==> config.mk <==
export PLATFORM = sky130hd
export DESIGN_NAME = reg_desloc_saida
export DESIGN_NICKNAME = d
export VERILOG_FILES = /design/src/rtl/reg_desloc_saida_pkg.sv /design/src/rtl/reg_desloc_cnt.sv /design/src/rtl/reg_desloc_saida.sv
export SDC_FILE = /design/constraint.sdc
export NUM_CORES = 1
export LEC_CHECK = 0
export BUFFER_PORTS_ARGS = -buffer_cell sky130_fd_sc_hd__buf_2
export CAP_MARGIN = 20
export CORE_ASPECT_RATIO = 0.9
export CORE_MARGIN = 4
export CORE_UTILIZATION = 30
export DETAILED_ROUTE_END_ITERATION = 10
export MAX_ROUTING_LAYER = met4
export PLACE_DENSITY = 0.54
export SLEW_MARGIN = 20
export SYNTH_ARGS = -nofsm -noshare
export SYNTH_HDL_FRONTEND = slang
export SYNTH_SLANG_ARGS = --single-unit
export TNS_END_PERCENT = 5
==> constraint.sdc <==
create_clock -name clk -period 3.2 [get_ports clk]
set_input_delay 0.16 -clock clk [delete_from_list [all_inputs] [get_ports clk]]
set_output_delay 0.16 -clock clk [all_outputs]
set_load 0.005 [all_outputs]
==> src/rtl/reg_desloc_saida_pkg.sv <==
// Shared definitions for the serial unload register and its matching receiver:
// state encoding, default word width and the even-parity helper.
package reg_desloc_saida_pkg;

  localparam int DEFAULT_WIDTH = 4;
  localparam int PARITY_MAX_W  = 64;

  typedef enum logic [1:0] {
    ST_IDLE  = 2'd0,
    ST_SHIFT = 2'd1,
    ST_PAR   = 2'd2
  } state_t;

  // Zero-extension does not change the XOR, so one helper serves any width up to 64.
  function automatic logic calc_parity(input logic [PARITY_MAX_W-1:0] word);
    return ^word;
  endfunction

endpackage

==> src/rtl/reg_desloc_cnt.sv <==
// Bit counter for the serial unload register: clear/enable, saturates at WIDTH,
// flags the cycle in which the final data bit is on the line.
module reg_desloc_cnt #(
  parameter int WIDTH = 4,
  parameter int CW    = $clog2(WIDTH + 1)
) (
  input  logic          clk,
  input  logic          rst_n,
  input  logic          i_clr,
  input  logic          i_en,
  output logic [CW-1:0] o_count,
  output logic          o_last
);

  logic [CW-1:0] r_count;

  always_ff @(negedge clk or negedge rst_n) begin
    if (!rst_n) begin
      r_count <= '0;
    end else if (i_clr) begin
      r_count <= '0;
    end else if (i_en && (r_count != CW'(WIDTH))) begin
      r_count <= r_count + 1'b1;
    end
  end

  assign o_count = r_count;
  assign o_last  = (r_count == CW'(WIDTH - 1));

endmodule

==> src/rtl/reg_desloc_saida.sv <==
// Parallel-in / serial-out unload register, MSB first, falling-edge clocked.
// Optional trailing even-parity bit when REG_DESLOC_PARITY_EN is defined.
module reg_desloc_saida
  import reg_desloc_saida_pkg::*;
#(
  parameter int WIDTH = DEFAULT_WIDTH
) (
  input  logic             clk,
  input  logic             rst_n,
  input  logic [WIDTH-1:0] d,
  input  logic             ld,
  output logic             ready,
  output logic             sout,
  output logic             sout_valid,
  output logic             done
);

  localparam int CW = $clog2(WIDTH + 1);

  state_t           r_state;
  state_t           w_state_next;
  logic [WIDTH-1:0] r_shift;
  logic [WIDTH-1:0] w_shift_next;
  logic             r_sout, w_sout_next;
  logic             r_valid, w_valid_next;
  logic             r_done, w_done_next;
  logic             r_ready, w_ready_next;
  logic             w_cnt_clr, w_cnt_en;
  logic [CW-1:0]    w_count;
  logic             w_last;
  logic             w_pre_last;
`ifdef REG_DESLOC_PARITY_EN
  logic             r_par, w_par_next;
`endif

  reg_desloc_cnt #(.WIDTH(WIDTH), .CW(CW)) u_cnt (
    .clk     (clk),
    .rst_n   (rst_n),
    .i_clr   (w_cnt_clr),
    .i_en    (w_cnt_en),
    .o_count (w_count),
    .o_last  (w_last)
  );

  // Registered done must rise on the edge that puts the final bit on sout.
  assign w_pre_last = (w_count == CW'(WIDTH - 2));

  always_ff @(negedge clk or negedge rst_n) begin
    if (!rst_n) r_state <= ST_IDLE;
    else        r_state <= w_state_next;
  end

  always_comb begin
    w_state_next = r_state;
    case (r_state)
      ST_IDLE:  if (ld) w_state_next = ST_SHIFT;
      ST_SHIFT: begin
        if (w_last) begin
`ifdef REG_DESLOC_PARITY_EN
          w_state_next = ST_PAR;
`else
          w_state_next = ST_IDLE;
`endif
        end
      end
      ST_PAR:   w_state_next = ST_IDLE;
      default:  w_state_next = ST_IDLE;
    endcase
  end

  always_comb begin
    w_shift_next = r_shift;
    w_sout_next  = r_sout;
    w_valid_next = r_valid;
    w_done_next  = r_done;
    w_ready_next = r_ready;
    w_cnt_clr    = 1'b0;
    w_cnt_en     = 1'b0;
`ifdef REG_DESLOC_PARITY_EN
    w_par_next   = r_par;
`endif
    case (r_state)
      ST_IDLE: begin
        if (ld) begin
          w_shift_next = d;
          w_sout_next  = d[WIDTH-1];
          w_valid_next = 1'b1;
          w_done_next  = 1'b0;
          w_ready_next = 1'b0;
          w_cnt_clr    = 1'b1;
`ifdef REG_DESLOC_PARITY_EN
          w_par_next   = calc_parity(PARITY_MAX_W'(d));
`endif
        end
      end
      ST_SHIFT: begin
        w_cnt_en = 1'b1;
        if (w_last) begin
`ifdef REG_DESLOC_PARITY_EN
          w_sout_next  = r_par;
          w_valid_next = 1'b1;
          w_done_next  = 1'b1;
          w_ready_next = 1'b0;
`else
          w_sout_next  = 1'b0;
          w_valid_next = 1'b0;
          w_done_next  = 1'b0;
          w_ready_next = 1'b1;
`endif
        end else begin
          w_shift_next = r_shift << 1;
          w_sout_next  = r_shift[WIDTH-2];
          w_valid_next = 1'b1;
`ifdef REG_DESLOC_PARITY_EN
          w_done_next  = 1'b0;
`else
          w_done_next  = w_pre_last;
`endif
        end
      end
      default: begin
        w_sout_next  = 1'b0;
        w_valid_next = 1'b0;
        w_done_next  = 1'b0;
        w_ready_next = 1'b1;
      end
    endcase
  end

  always_ff @(negedge clk or negedge rst_n) begin
    if (!rst_n) begin
      r_shift <= '0;
      r_sout  <= 1'b0;
      r_valid <= 1'b0;
      r_done  <= 1'b0;
      r_ready <= 1'b1;
`ifdef REG_DESLOC_PARITY_EN
      r_par   <= 1'b0;
`endif
    end else begin
      r_shift <= w_shift_next;
      r_sout  <= w_sout_next;
      r_valid <= w_valid_next;
      r_done  <= w_done_next;
      r_ready <= w_ready_next;
`ifdef REG_DESLOC_PARITY_EN
      r_par   <= w_par_next;
`endif
    end
  end

  assign ready      = r_ready;
  assign sout       = r_sout;
  assign sout_valid = r_valid;
  assign done       = r_done;

endmodule

==> summary.txt <==
Logic synthesis
  – XOR/XNOR share of the synthesized area: 0%
  – Synth Instances: 56
  – Post-synth top area cell: dfrtn_1
  – Synth Area in Compound Gates: 11.1%
  – Synth Area in Adders: 10.1%
  – Largest family of logic cells by synthesized area: simple AND/OR/NAND/NOR gates
  – Area contributors post-synth: dfrtn_1 40%, mux2i_1 13%, ha_1 10%, dfstp_2 4.2%, buf_6 3.6%
  – Seq/Total Area, Yosys: 44.5%
  – Cell variety after synth: 24
  – Area share of and/or/nand/nor cells after synthesis: 13.7%
  – Syn. warnings: 0
  – Post-synthesis mux area share: 12.9%
  – Mapped Area: 622 µm²
  – Synth Register Bits: 11
  – Syn_area_per_cell: 11.1 µm²
  – Syn nets: 68
  – Synth top area share: 40.2%

Global route
  – Initial antenna violation count: 0
  – First-pass GRT wire length: 1970 µm
  – GRT overflow: 0
  – Largest net degree at the start of global routing: 21
  – Vias in the first global route: 424
  – Global Route Usage Sum: 9.50%

Route
  – DR iter-0 viols: 3
  – Drt pass-1 iters: 4
  – WL per Instance: 12.5 µm
  – Post-Route WL: 1150 µm
  – Final ANT Viol Nets: 0
  – DRC viols: 0
  – Vias per cell: 4.72
  – Via Count: 434

Die
  – Die Y: 51.2 µm
  – Starting Density: 31.9%
  – # IOs: 11
  – Rows: 15
  – Die Wd: 56.0 µm
  – Core ar.: 1950 µm²
  – Die footprint: 2870 µm²

Clock tree
  – CTS max path bufs: 2
  – Setup Buffers After CTS: 0
  – CTS root buf: clkbuf_4
  – Reg clk slew, reported paths: 0.05 ns
  – Worst-Skew Late Latency: 0.33 ns
  – CTS tree: yes
  – Post-CTS Resized: 0
  – Clock Sinks: 11
  – CTS hold repair buffers: 0
  – H-Tree Depth: 1
  – CTS Buf Count: 3

Critical path
  – Maximum fanout along the worst path: 2
  – Crit-path cells: buf_2
  – Critical Path AT: 2.55 ns
  – Crit-path leading delay family: flip-flops
  – Critical Path Source Type: flop
  – Worst EP required: 3.04 ns
  – CP Capture Type: output port
  – WP buf/inv: 1
  – CP max-delay cell: dfstp_2
  – Crit path largest cell delay: 0.52 ns
  – Crit path kind: flop to output port

STA
  – Hold Slack: 0.443 ns
  – Setup TNS: 0 ns
  – Worst slew pin tran: 0.590 ns
  – RSZ-0062 raised after global routing: no
  – Relative slew slack: 60.7%
  – Number of max-slew violations in the final report: 0
  – Clock Skew: 0.0532 ns
  – Final hold violation count: 0
  – Final Setup Violations: 0

Power
  – P_leak: 0.000357 µW
  – P per Cell Area: 834 nW/µm²
  – Total power: 583 µW
  – Peak VDD IR: 280 µV

Cells and area
  – P&R area growth vs syn: 12.5%
  – # nets final: 80
  – Diodes inserted: 0
  – Share of cells above drive strength 1: 22.4%

Placed design
  – Routability cong.: 0.687
  – Hpwl dp: 857 µm
  – # port buffers: 10

Worst hold path
  – Worst Hold Class: flop to flop

Run
  – Max-cap violation count: 0

Outcome
  – Status: finished, final reports clean
synth_stat cells:
cell type,count
a21oi_1,1
a22o_1,1
a2bb2oi_1,1
a32o_1,1
and2_1,1
buf_4,1
buf_6,2
dfrtn_1,10
dfstp_2,1
ha_1,5
inv_1,5
mux2i_1,8
nand2_1,3
nand2b_1,2
nand3_1,1
nand4_1,2
nor2_1,2
nor3_1,1
o211ai_1,1
o211ai_2,1
o21ai_0,2
o22ai_1,1
or2b_1,1
or3b_1,2
layer usage:
metal  part of all wire [%]  GRT usage [%]  up-vias
met1                     50           11.6      208
met4                   0.43           2.37        0
met2                     46           14.2        5
li1                       -              -      219
met3                    4.0           4.55        2
met5                      0              -        -
flip-flops by register name (all words and copies together), names as in the netlist:
register / cells
done: 1
r_shift: 3
r_state: 1
ready: 1
sout: 1
sout_valid: 1
u_cnt.o_count: 3
through the flow:
step	util (%)	instance area [µm²]	setup slack (ns)	std cells
global placement	34.5	673	0.743	88
finish	35.8	699	0.495	92
floorplan	-	622	0.901	56
detailed placement	34.5	673	0.700	88
global route	35.8	699	0.461	92
CTS	35.8	699	0.484	92
worst paths after layout:
path | start | endpoint | slack [ns] | cells past startpoint
worst max-delay path | ready | ready | 0.49 | 1
worst min-delay path | done | done | 0.44 | 1
worst max register to register | u_cnt.o_count[0] | r_shift[1] | 1.80 | 4
worst min register to register | done | done | 0.44 | 1
max in group asynchronous | rst_n | ready | 1.63 | 1
min in group asynchronous | rst_n | u_cnt.o_count[2] | 1.23 | 1
report_power, final:
part | total, µW | switching (µW) | internal [µW]
clock network | 97.8 | 51.1 | 46.7
logic | 210 | 95.5 | 115
registers | 276 | 75.9 | 200
cell usage in the layout, fill, tap and decap left out, types with 2 or more instances in the layout:
master | Yosys | layout
or3b_1 | 2 | 2
o21ai_0 | 2 | 2
mux2i_1 | 8 | 8
inv_1 | 5 | 6
clkbuf_4 | 0 | 3
buf_2 | 0 | 10
dfrtn_1 | 10 | 10
ha_1 | 5 | 5
nor2_1 | 2 | 2
nand4_1 | 2 | 2
nand2_1 | 3 | 3
nand2b_1 | 2 | 2
cell type report:
cell class | count | area, µm²
well taps | 25 | 31.3
clock buffers | 3 | 22.5
clock inverters | 2 | 7.51
repair buffers | 10 | 50.0
fillers | 200 | 1250
flip-flops and latches | 11 | 277
multi-input cells | 37 | 297
inverters | 4 | 15.0
cells by family (layout without fill, tap and decap cells):
family	Yosys count	in the layout
mux	8	8
simple gates	15	15
compound gates	9	9
buf+inv	8	19
flops	11	11
fa+ha+maj	5	5
Note: power is estimated with default switching activity, not from simulation.
